## src/rtl/hazard_frame_loader.sv

```systemverilog
// Collects per-frame hazard bounding boxes into a shadow bank and commits them atomically
// to the output buses, so downstream logic always sees a complete, stable frame.
module hazard_frame_loader #(
  parameter int unsigned MAX_HAZ = 16,
  parameter int unsigned COORD_W = 11
) (
  input  logic                       clk,
  input  logic                       rst_n,
  input  logic                       in_valid,
  output logic                       in_ready,
  input  logic                       in_sof,
  input  logic                       in_eof,
  input  logic [COORD_W-1:0]         in_top,
  input  logic [COORD_W-1:0]         in_left,
  input  logic [COORD_W-1:0]         in_bottom,
  input  logic [COORD_W-1:0]         in_right,
  output logic [MAX_HAZ*COORD_W-1:0] top_bus,
  output logic [MAX_HAZ*COORD_W-1:0] left_bus,
  output logic [MAX_HAZ*COORD_W-1:0] bottom_bus,
  output logic [MAX_HAZ*COORD_W-1:0] right_bus,
  output logic [3:0]                 num_hazards,
  output logic                       frame_valid,
  output logic                       overflow,
  output logic                       bad_box,
  output logic                       sof_err
);

  // Slot count is bounded by both the bank depth and the 4-bit num_hazards field.
  localparam int unsigned Cap = (MAX_HAZ < 15) ? MAX_HAZ : 15;

  typedef enum logic [1:0] {StIdle, StFill, StCommit} state_e;

  state_e state_q, state_d;
  logic [3:0] wr_cnt_q, wr_cnt_d;
  logic ovf_q, ovf_d;
  logic bad_q, bad_d;
  logic sof_err_d;
  logic wr_en;
  logic [3:0] wr_idx;
  logic accept;
  logic box_ok;

  logic [COORD_W-1:0] sh_top    [MAX_HAZ];
  logic [COORD_W-1:0] sh_left   [MAX_HAZ];
  logic [COORD_W-1:0] sh_bottom [MAX_HAZ];
  logic [COORD_W-1:0] sh_right  [MAX_HAZ];

  assign in_ready = (state_q != StCommit);
  assign accept   = in_valid && in_ready;
  assign box_ok   = (in_top <= in_bottom) && (in_left <= in_right);

  always_comb begin
    state_d   = state_q;
    wr_cnt_d  = wr_cnt_q;
    ovf_d     = ovf_q;
    bad_d     = bad_q;
    sof_err_d = 1'b0;
    wr_en     = 1'b0;
    wr_idx    = 4'd0;
    unique case (state_q)
      StIdle, StFill: begin
        if (accept) begin
          if (in_sof) begin
            // A new sof always restarts the frame, discarding any partial one.
            wr_en    = box_ok;
            wr_idx   = 4'd0;
            wr_cnt_d = box_ok ? 4'd1 : 4'd0;
            ovf_d    = 1'b0;
            bad_d    = !box_ok;
            state_d  = in_eof ? StCommit : StFill;
          end else if (state_q == StFill) begin
            if (!box_ok) begin
              bad_d = 1'b1;
            end else if (wr_cnt_q == 4'(Cap)) begin
              ovf_d = 1'b1;
            end else begin
              wr_en    = 1'b1;
              wr_idx   = wr_cnt_q;
              wr_cnt_d = wr_cnt_q + 4'd1;
            end
            state_d = in_eof ? StCommit : StFill;
          end else begin
            sof_err_d = 1'b1;
          end
        end
      end
      StCommit: state_d = StIdle;
      default:  state_d = StIdle;
    endcase
  end

  always_ff @(posedge clk or negedge rst_n) begin
    if (!rst_n) begin
      state_q  <= StIdle;
      wr_cnt_q <= 4'd0;
      ovf_q    <= 1'b0;
      bad_q    <= 1'b0;
      for (int unsigned i = 0; i < MAX_HAZ; i++) begin
        sh_top[i]    <= '0;
        sh_left[i]   <= '0;
        sh_bottom[i] <= '0;
        sh_right[i]  <= '0;
      end
    end else begin
      state_q  <= state_d;
      wr_cnt_q <= wr_cnt_d;
      ovf_q    <= ovf_d;
      bad_q    <= bad_d;
      for (int unsigned i = 0; i < MAX_HAZ; i++) begin
        if (wr_en && (32'(wr_idx) == i)) begin
          sh_top[i]    <= in_top;
          sh_left[i]   <= in_left;
          sh_bottom[i] <= in_bottom;
          sh_right[i]  <= in_right;
        end
      end
    end
  end

  always_ff @(posedge clk or negedge rst_n) begin
    if (!rst_n) begin
      top_bus     <= '0;
      left_bus    <= '0;
      bottom_bus  <= '0;
      right_bus   <= '0;
      num_hazards <= 4'd0;
      frame_valid <= 1'b0;
      overflow    <= 1'b0;
      bad_box     <= 1'b0;
      sof_err     <= 1'b0;
    end else begin
      sof_err     <= sof_err_d;
      frame_valid <= (state_q == StCommit);
      if (state_q == StCommit) begin
        // Slots past wr_cnt may hold stale data from a discarded frame; mask them.
        for (int unsigned i = 0; i < MAX_HAZ; i++) begin
          if (i < 32'(wr_cnt_q)) begin
            top_bus[i*COORD_W +: COORD_W]    <= sh_top[i];
            left_bus[i*COORD_W +: COORD_W]   <= sh_left[i];
            bottom_bus[i*COORD_W +: COORD_W] <= sh_bottom[i];
            right_bus[i*COORD_W +: COORD_W]  <= sh_right[i];
          end else begin
            top_bus[i*COORD_W +: COORD_W]    <= '0;
            left_bus[i*COORD_W +: COORD_W]   <= '0;
            bottom_bus[i*COORD_W +: COORD_W] <= '0;
            right_bus[i*COORD_W +: COORD_W]  <= '0;
          end
        end
        num_hazards <= wr_cnt_q;
        overflow    <= ovf_q;
        bad_box     <= bad_q;
      end
    end
  end

endmodule

```

## config.mk

```make
export PLATFORM = sky130hd
export DESIGN_NAME = hazard_frame_loader
export DESIGN_NICKNAME = d
export VERILOG_FILES = /design/src/rtl/hazard_frame_loader.sv
export SDC_FILE = /design/constraint.sdc
export NUM_CORES = 2
export LEC_CHECK = 0
export ABC_CLOCK_PERIOD_IN_PS = 2700
export CAP_MARGIN = 5
export CORE_MARGIN = 2
export CORE_UTILIZATION = 54
export CTS_CLUSTER_SIZE = 8
export DETAILED_ROUTE_END_ITERATION = 16
export HOLD_SLACK_MARGIN = 0.08
export MAX_ROUTING_LAYER = met4
export PLACE_DENSITY_LB_ADDON = 0.08
export SYNTH_ARGS = -nofsm -noshare
export SYNTH_HDL_FRONTEND = slang
export SYNTH_SLANG_ARGS = --single-unit
```

## constraint.sdc

```tcl
create_clock -name clk -period 2.7 [get_ports clk]
set_clock_uncertainty 0.2 [all_clocks]
set_input_delay 0.54 -clock clk [delete_from_list [all_inputs] [get_ports clk]]
set_output_delay 0.54 -clock clk [all_outputs]
set_load 0.01 [all_outputs]
```

==> impl_metrics.toml <==
[floorplan]
die-area_mm2 = 0.09493
rows = 111
die_w_um = 308.1
start_util = 0.5448
die_y_um = 308.1
io_pins = 762
core-area_mm2 = 0.09166

[worst_setup_path]
cp.arrival_ns = 3.13
path_class = "in2reg"
timing.critical_path.mode_cell = "buf_6"
critPathSlowestCell = "a32o_2"
crit_path_end_kind = "register"
cp-start-kind = "input port"
path_cells = "dlygate4sd2_1 > inv_1 > ha_1 > a21o_1 > nand3_1 > nand4b_1 > a32o_2 > buf_12 > nor3_4 > buf_6 > buf_6 > clkbuf_16 > mux2_2"
max_stage_delay_ns = 0.38
cp_max_fo = 5
cp_num_buf_inv = 6
crit_required_ns = 3.15
critical_path.top_delay_family = "buffers and inverters"

[synthesis]
async_flop_share = 1.000
synthXorXnorAreaFrac = 0
synth-edff-count = 0
yosysTopAreaCell = "dfrtp_1"
synth_area_per_cell_um2 = 15.01
synth_top_family_by_area = "multiplexers"
synth_top_area_share = 0.6694
synthSimpleGateAreaFrac = 0.03417
yosys_warnings = 0
synth.area.top_cells = "dfrtp_1, mux2_2, a22o_1"
ys_seq_elements = 1336
synth.most_common_cell = "dfrtp_1"
synthAdderAreaFrac = 0.006013
netlist_area_mm2 = 0.04994
yosysUniqueCellTypes = 47
synth_compound_area_frac = 0.1055
synth_common_cells = "dfrtp_1, mux2_2, a22o_1"
synthCells = 3327
synthMuxAreaShare = 0.1491
synth-seq-area-share = 0.6694
synthFlopType = "dfrtp_1"

[pwr]
swShare = 0.2465
power_frac_seq = 0.474
p_comb_frac = 0.110
intPower_mw = 36.62
clockPowerShare = 0.415
p_total_mw = 48.59
p_switching_mw = 11.98
p_leak_nw = 31.59
power.density_mw_per_mm2 = 748.6
max-vdd-ir-drop_mv = 0.6621

[sta]
hold_ws_ns = 0.08320
drv_slew = 0
finalWorstSetupSlack_ns = 0.02046
worstMarginPinSlew_ns = 1.216
period_share = 0.9924
finalHoldViolations = 0
finalSetupViolations = 0
maxSlewHeadroom = 0.1873
min_period_ns = 2.680
max_clock_freq_mhz = 373.2
timing.setup.tns_ns = 0

[finish]
syn2layout_area_growth_pct = 29.97
nets = 4231
n_fill_cell = 6062
final_layout_size_suffix_gt1_frac = 0.2663

[clocking]
numClockSinks = 1336
clk_latency_ns = 0.77
htree_levels = 4
clockBufferDepth = 3
cts_tree = "built"
path_clk_slew_ns = 0.05
cts_root_buf = "clkbuf_16"
cts_made_buffers = 184

[global_routing]
antenna_found_initial = 17
track_usage = 0.3375
grt_use_met2 = 0.5296
grt.overflow.total = 0
grt_max_degree = 168
grt_pass1_wl_mm = 227.3
grt_pass1_vias = 34141
grt.met3_usage = 0.08019
grtUsageMet1 = 0.4258
grt-busiest-layer = "met2"

[routing]
wl_mm = 155.8
viasPerCell = 6.104
first_pass_iters = 7
num_vias = 32766
ant_nets = 0
wire_per_inst_um = 29.03
drc = 0
first_iter_violations = 2411

[placed_design]
place.gp.congestion = 0.8878
pre_cts_ws_ns = -1.250
io_buffers = 717
dp_hpwl_mm = 102.3

[run]
maxCapViolCount = 0

[min_path]
hold_class = "in2async"

[outcome]
status = "finished clean"
## repair_timing
action | 4_1_cts | 5_1_grt
resized for setup | 139 | 19
setup buffers | 9 | 5
gates cloned | 7 | 4
setup endpoints to repair | 665 | 307
pin swaps | 16 | 9
hold buffers | 1 | 0
endpoints found under the hold margin | 846 | 0
## flip-flops by register name (all words and copies together) (netlist names)
register,cells
bottom_bus,165
left_bus,165
right_bus,165
sh_bottom,165
sh_left,165
sh_right,165
sh_top,165
top_bus,165
num_hazards,4
wr_cnt_q,4
state_q,2
bad_box,1
bad_q,1
frame_valid,1
overflow,1
ovf_q,1
sof_err,1
## cell type report
cell class              instances  area [um2]  area share
multi-input cells            1700       15430      0.2377
well taps                    1186        1484     0.02286
inverters                      30       113.9    0.001754
flip-flops and latches       1336       33430      0.5151
clock inverters                13       197.7    0.003046
repair buffers                906        9570      0.1474
diodes                         10       25.02   0.0003855
clock buffers                 187        4658     0.07176
## metrics by stage
| step | util | cell area, um2 | instances |
|---|---|---|---|
| after floorplan | - | 50420 | 3370 |
| after global placement | 0.6487 | 59460 | 5138 |
| after detailed placement | 0.6487 | 59460 | 5138 |
| after CTS | 0.7060 | 64710 | 5352 |
| after global routing | 0.7081 | 64910 | 5367 |
| final | 0.7081 | 64910 | 5368 |
## worst paths after layout
kind | startpoint | endpoint | cells after the start | slack [ns]
setup / recovery | in_right[4] | sh_left[79] | 13 | 0.02
hold / removal | rst_n | top_bus[19] | 2 | 0.08
setup reg to reg | wr_cnt_q[1] | sh_right[63] | 7 | 0.11
hold reg to reg | sh_bottom[111] | bottom_bus[56] | 1 | 0.27
max in group asynchronous | rst_n | sh_right[103] | 3 | 1.10
min in group clk | in_eof | state_q[1] | 2 | 0.18
## power groups by stage
stage	logic [mW]	clock network (mW)	registers, mW
2_1_floorplan	2.37	0	23.1
3_3_place_gp	5.15	0	23.3
3_5_place_dp	5.32	0	23.3
4_1_cts	5.39	20.5	23.0
5_1_grt	5.73	21.4	23.2
6_report	5.35	20.2	23.1
## layout by cell type (no fill, tap or decap), types with 11 or more instances in the layout
cell type / synthesis / layout
buf_4: 61 / 108
dfrtp_1: 1336 / 1334
mux2_4: 4 / 59
clkbuf_16: 0 / 190
inv_1: 28 / 16
ha_1: 24 / 12
mux2_1: 35 / 19
conb_1: 1 / 44
nand2_1: 200 / 199
buf_12: 0 / 64
nor2_1: 17 / 11
clkdlybuf4s50_1: 0 / 672
dlygate4sd2_1: 0 / 20
nor3_4: 8 / 11
inv_2: 2 / 13
nand3_1: 103 / 103
a22o_1: 572 / 572
mux2_2: 621 / 582
## cells by family after synthesis
| group | count (synthesis) |
|---|---|
| other | 1 |
| AO/OA/AOI/OAI | 612 |
| multiplexers | 660 |
| adder cells (fa/ha/maj) | 24 |
| buffers and inverters | 334 |
| flip-flops | 1336 |
| AND/OR/NAND/NOR | 360 |
## per-layer routing
layer | share of wire | vias to the layer above
li1 | - | 13537
met1 | 0.39 | 17580
met2 | 0.49 | 1353
met3 | 0.075 | 296
met4 | 0.040 | 0
met5 | 0 | -
No activity file was read; power rests on OpenSTA's default activity.
